$ cat src/rtl/clz_normalizer.sv
// Multi-cycle count-leading-zeros/ones unit: scans one bit per cycle and returns the count
// plus the operand left-normalized by it. Define CLO_EN to honour op=1 (count leading ones).
module clz_normalizer (
    input  logic        clk,
    input  logic        reset_n,
    input  logic        start,
    input  logic        op,
    input  logic [31:0] in,
    output logic        busy,
    output logic        done,
    output logic [5:0]  count,
    output logic [31:0] norm_out
);

    localparam logic [1:0] StIdle = 2'd0;
    localparam logic [1:0] StScan = 2'd1;
    localparam logic [1:0] StDone = 2'd2;

    logic [1:0]  state_q, state_d;
    logic [31:0] work_q, work_d;
    logic [5:0]  count_q, count_d;
    logic        op_q, op_d;
    logic        op_eff;
    logic        stop_bit;

`ifdef CLO_EN
    assign op_eff = op;
`else
    // Without CLO_EN the port stays but the unit is CLZ only.
    assign op_eff = op & 1'b0;
`endif

    // CLZ stops on the first 1, CLO on the first 0.
    assign stop_bit = ~op_q;

    always_comb begin
        state_d = state_q;
        work_d  = work_q;
        count_d = count_q;
        op_d    = op_q;
        case (state_q)
            StIdle: begin
                if (start) begin
                    state_d = StScan;
                    work_d  = in;
                    count_d = 6'd0;
                    op_d    = op_eff;
                end
            end
            StScan: begin
                if (work_q[31] == stop_bit) begin
                    state_d = StDone;
                end else begin
                    work_d  = {work_q[30:0], 1'b0};
                    count_d = count_q + 6'd1;
                    if (count_q == 6'd31) begin
                        state_d = StDone;
                    end
                end
            end
            StDone: begin
                state_d = StIdle;
            end
            default: begin
                state_d = StIdle;
            end
        endcase
    end

    always_ff @(posedge clk or negedge reset_n) begin
        if (!reset_n) begin
            state_q <= StIdle;
            work_q  <= 32'd0;
            count_q <= 6'd0;
            op_q    <= 1'b0;
        end else begin
            state_q <= state_d;
            work_q  <= work_d;
            count_q <= count_d;
            op_q    <= op_d;
        end
    end

    assign busy     = (state_q == StScan);
    assign done     = (state_q == StDone);
    assign count    = count_q;
    assign norm_out = work_q;

endmodule
$ cat config.mk
export PLATFORM = sky130hd
export DESIGN_NAME = clz_normalizer
export DESIGN_NICKNAME = d
export VERILOG_FILES = /design/src/rtl/clz_normalizer.sv
export SDC_FILE = /design/constraint.sdc
export NUM_CORES = 1
export LEC_CHECK = 0
export CORE_ASPECT_RATIO = 0.7
export CORE_MARGIN = 2
export CORE_UTILIZATION = 43
export DETAILED_ROUTE_END_ITERATION = 8
export PLACE_DENSITY = 0.83
export SYNTH_ARGS = -nofsm -noshare
export SYNTH_HDL_FRONTEND = slang
export SYNTH_SLANG_ARGS = --single-unit
$ cat constraint.sdc
create_clock -name clk -period 1.9 [get_ports clk]
set_clock_uncertainty 0.15 [all_clocks]
set_input_delay 0.475 -clock clk [delete_from_list [all_inputs] [get_ports clk]]
set_output_delay 0.475 -clock clk [all_outputs]
set_load 0.02 [all_outputs]
Word-level counts from Yosys, hierarchy flattened
Cells that the tools add are included.
- memories kept: 0
- bits of input ports: 36
- register bits after elaboration: 40
- output and inout port bits: 40
- memory bits (read-only): 0
- word-level logic and storage cells: 24
- memory bits (writable): 0
- bits in latches: 0
- shifts and indexed selects: 0
- $add $sub $neg: 1
- muxes and demuxes: 10
- bitwise gates (word level): 0
- $mul: 0
- equality and inequality tests: 6
- $lt $le $gt $ge: 0
- div/mod/pow operators: 0
- reduce and logical (&&, ||, !) cells: 4
- operators with widths (cell ; count):
    32-bit 2-to-1 mux ; 2
    32-bit case mux with 2 select lines ; 1
    6-bit 2-to-1 mux ; 2
    6-bit case mux with 2 select lines ; 1
    6-bit by 1-bit adder with 6-bit output (second input constant) ; 1
    6-bit by 5-bit == test with 1-bit output (second input constant) ; 1
    2-bit 2-to-1 mux ; 3
    2-bit != test (second input constant) ; 2
    2-bit case mux with 2 select lines ; 1
    3-bit by 1-bit != test with 1-bit output (second input constant) ; 1
    3-bit AND reduction ; 1
    2-bit by 1-bit == test with 1-bit output (second input constant) ; 1
    2-bit == test (second input constant) ; 1
    2-bit zero test ; 1
    2-bit AND reduction ; 1
    2-bit nonzero test ; 1

Longest topological paths before layout
- word-level depth: 4
- mapped depth: 6
- mapped depth without buffers: 5

Least setup slack after synthesis
OpenSTA, ideal clock, no wires.
- kind: register to output
- start point: reg state_q[1]
- end point: out busy
- slack: 0.210 ns
- arrival time: 1.065 ns
- required time: 1.275 ns
- stages on the path, launching flop included: 5
- buffers on the path: 2
- path through: dfrtp_1 -> nand2b_1 -> buf_2 -> buf_4 -> inv_1
- word-level cells in the longest chain between the ends: 1
- RTL lines (item ; RTL line ; source):
    from (decl) ; 19 ; logic [1:0] state_q, state_d;
    from (signal assigned) ; 72 ; state_q <= StIdle;
    from (signal assigned) ; 77 ; state_q <= state_d;
    2-bit by 1-bit == test with 1-bit output ; 84 ; assign busy = (state_q == StScan);
    to (decl) ; 9 ; output logic busy,
No other way between the ends.

Worst setup path in the final report
- start point: in start
- end point: reg count_q[5], in the netlist count[5]
- word-level cells in the longest chain between the ends: 2
- RTL lines (item ; RTL line ; source):
    from (decl) ; 6 ; input logic start,
    2-bit != test (no line) ; - ;
    3-bit AND reduction (no line) ; - ;
    to (signal assigned) ; 79 ; count_q <= count_d;
    to (decl) ; 21 ; logic [5:0] count_q, count_d;
No other way between the ends.
A chain may end at the register's enable or synchronous reset.

==> qor.txt <==
Outcome = finished, final reports clean
Total power = 4.51 mW
R2R Setup Slk = 0.22 ns
Nature of the critical path startpoint = primary input
Yosys warnings = 0
Headroom to the max-slew limit = 64.1%
Number of global-route vias before repair = 1521
Post-synthesis sequential element count = 40
Drt first pass iters = 4
Place WS = -0.246 ns
Post-synth cell types = 25
Die width = 82.9 um
Unrepaired setup endpoints after global routing = no
WL/cell = 13.6 um
Syn nets = 216
CTS Buf Count = 5
Core ar. = 4250 um2
Fmax = 551 MHz
Most frequent cells in the layout = dfrtp_1 (40), dlygate4sd2_1 (35), o21ai_0 (34)
Hold Path Class = reg -> reg
Largest net degree at the start of global routing = 35
Layout cells sized above 1 = 10.7%
Synth Instances = 179
Final-stage net count = 298
Combinational share of power = 53.9%
Clock latency at the later pin of the worst-skew pair = 0.29 ns
P_leak = 1.47 nW
Critical Path Slowest Stage Cell = clkdlybuf4s50_1
Synth Cell Area = 1880 um2
Sw Share = 42.5%
Register clock-pin slew on the reported worst setup and hold paths = 0.07 ns
Tot GR Track Use = 19.2%
CTS HTree Levels = 2
Final WL = 4330 um
Sequential power share = 33.5%
Port Buffers = 74
Initial DRC count = 111
CTS tree = built
Required time of the critical path = 1.93 ns
DIE AREA = 4910 um2
Clk buf depth = 2
Clk sink count = 40
GPL Wtd Cong = 0.761
Crit path max-delay family = buffers and inverters
Sw power = 1.92 mW
Remaining DRCs = 0
Vias per inst = 4.83
Peak VDD IR = 1.07 mV
CP arrival = 1.84 ns
Worst path cell trace = clkdlybuf4s50_1 -> or3b_4 -> a211oi_2 -> xnor2_1 -> nor2_1
Max stage delay on crit path = 0.51 ns
Area growth syn-to-layout = 49.7%
I/O pins = 76
Tmin final = 1.81 ns
Initial antenna violation count = 0
Slew Limit Fails = 0
Critical path fanouts, max = 3
Detail Placement HPWL = 3200 um
Number of setup violations in the final report = 0
Avg Inst Size Synth = 10.5 um2
Crit path kind = in -> reg
Max Cap Viol = 0
CTS root buf = clkbuf_8
Clk pwr share = 12.6%
Die Span Y = 59.3 um
Commonest non-fill, non-tap cell in the layout = dfrtp_1
First-pass GRT wire length = 7290 um
DR vias = 1531
Total gr overflow = 0
P_int = 2.59 mW
Diode count = 0
Final setup margin = 0.0866 ns
Sequential area share after synthesis = 53.4%
Hold Violations, Final = 0
CP bufs+invs = 1
DRT antenna net count = 0
Row cnt = 20
Initial core utilization = 44.1%
Slew at the pin closest to its max-slew limit = 0.539 ns
Power Density = 1610 nW/um2
CP Capture Type = flip-flop
Post-route clock period utilization = 95.4%
routing by layer:
layer  vias up  GRT usage, %  wire length (um)
li1        787             -                 -
met1       697          26.0              2140
met2        45          30.8              1940
met3         2          6.27               233
met4         0          4.22                14
met5         -             0                 0
cell families (layout without fill, tap and decap cells):
group	after synthesis	in the layout	synth area share, %
buffers and inverters	13	96	3.54
AO/OA/AOI/OAI	41	41	12.1
multiplexers	30	30	16.0
AND/OR/NAND/NOR	51	51	12.9
adder cells (fa/ha/maj)	1	1	0.667
flip-flops	40	40	53.4
XOR/XNOR	3	3	1.40
worst reg2reg max path: stages, from the launching register on:
cell and delay [ns]:
dfrtp_1 0.40, buf_4 0.16, or3b_4 0.41, a211oi_2 0.25
xnor2_1 0.15, nor2_1 0.06
power by group through the flow:
stage | Combinational (mW) | Clock, mW | Sequential, mW
6_report | 2.43 | 0.569 | 1.51
5_1_grt | 2.65 | 0.639 | 1.57
4_1_cts | 2.47 | 0.590 | 1.52
3_5_place_dp | 2.69 | 0 | 1.54
3_3_place_gp | 2.63 | 0 | 1.53
2_1_floorplan | 1.08 | 0 | 1.93
per-stage QoR:
stage | hold WS [ns] | TNS (ns) | cells | cell area [um2] | util, %
finish | 0.353 | 0 | 317 | 2810 | 66.0
global route | 0.378 | 0 | 317 | 2810 | 66.0
CTS | 0.360 | 0 | 317 | 2810 | 66.0
detailed placement | 0.295 | -3.21 | 308 | 2750 | 64.7
global placement | 0.292 | -2.45 | 308 | 2750 | 64.7
floorplan | 0.0294 | 0 | 179 | 1880 | -
state kept, by name, summed over array words and instances (netlist names):
| register | count |
|---|---|
| norm_out | 32 |
| count | 6 |
| state_q | 2 |
path summary, 6_finish.rpt:
check / start / to / cells past startpoint
min: norm_out[23] / norm_out[23] / 2
min reg2reg: norm_out[23] / norm_out[23] / 2
max reg2reg: state_q[0] / count[5] / 5
max in group asynchronous: reset_n / norm_out[19] / 3
max: start / count[5] / 5
min in group asynchronous: reset_n / norm_out[3] / 2
cell type report:
cell class / instances / area, um2
Fill cell: 360 / 1450
Sequential cell: 40 / 1000
Multi-Input combinational cell: 126 / 821
Timing Repair Buffer: 86 / 820
Clock buffer: 8 / 90.1
Tap cell: 55 / 68.8
Inverter: 2 / 7.51
what timing repair did:
| action | CTS | global route |
|---|---|---|
| hold endpoints to repair | 18 | 0 |
| setup endpoints to repair | 37 | 6 |
| setup buffers | 0 | 0 |
| hold buffers | 1 | 0 |
| resized for setup | 40 | 6 |
| pin swaps | 0 | 1 |
synthesized netlist by cell type:
| cell type | count | area [um2] |
|---|---|---|
| a211oi_2 | 1 | 12.5 |
| or3b_4 | 1 | 11.3 |
| o22a_1 | 1 | 8.76 |
| inv_1 | 2 | 7.51 |
| nor2_1 | 8 | 30.0 |
| nand2b_1 | 1 | 6.26 |
| a21oi_1 | 2 | 10.0 |
| o41ai_1 | 1 | 8.76 |
| o21ai_0 | 34 | 170 |
| ha_1 | 1 | 12.5 |
| nor3b_1 | 2 | 15.0 |
| xor2_1 | 1 | 8.76 |
| dfrtp_1 | 40 | 1000 |
| nor2b_1 | 1 | 6.26 |
| a22o_1 | 2 | 17.5 |
| mux2i_1 | 30 | 300 |
| nand3_1 | 2 | 10.0 |
| or3b_2 | 1 | 8.76 |
| buf_2 | 5 | 25.0 |
| clkbuf_1 | 3 | 11.3 |
| nand2_1 | 32 | 120 |
| and2b_2 | 1 | 8.76 |
| buf_4 | 3 | 22.5 |
| xnor2_1 | 2 | 17.5 |
| nor3b_2 | 2 | 25.0 |
No activity file was read; power rests on OpenSTA's default activity.
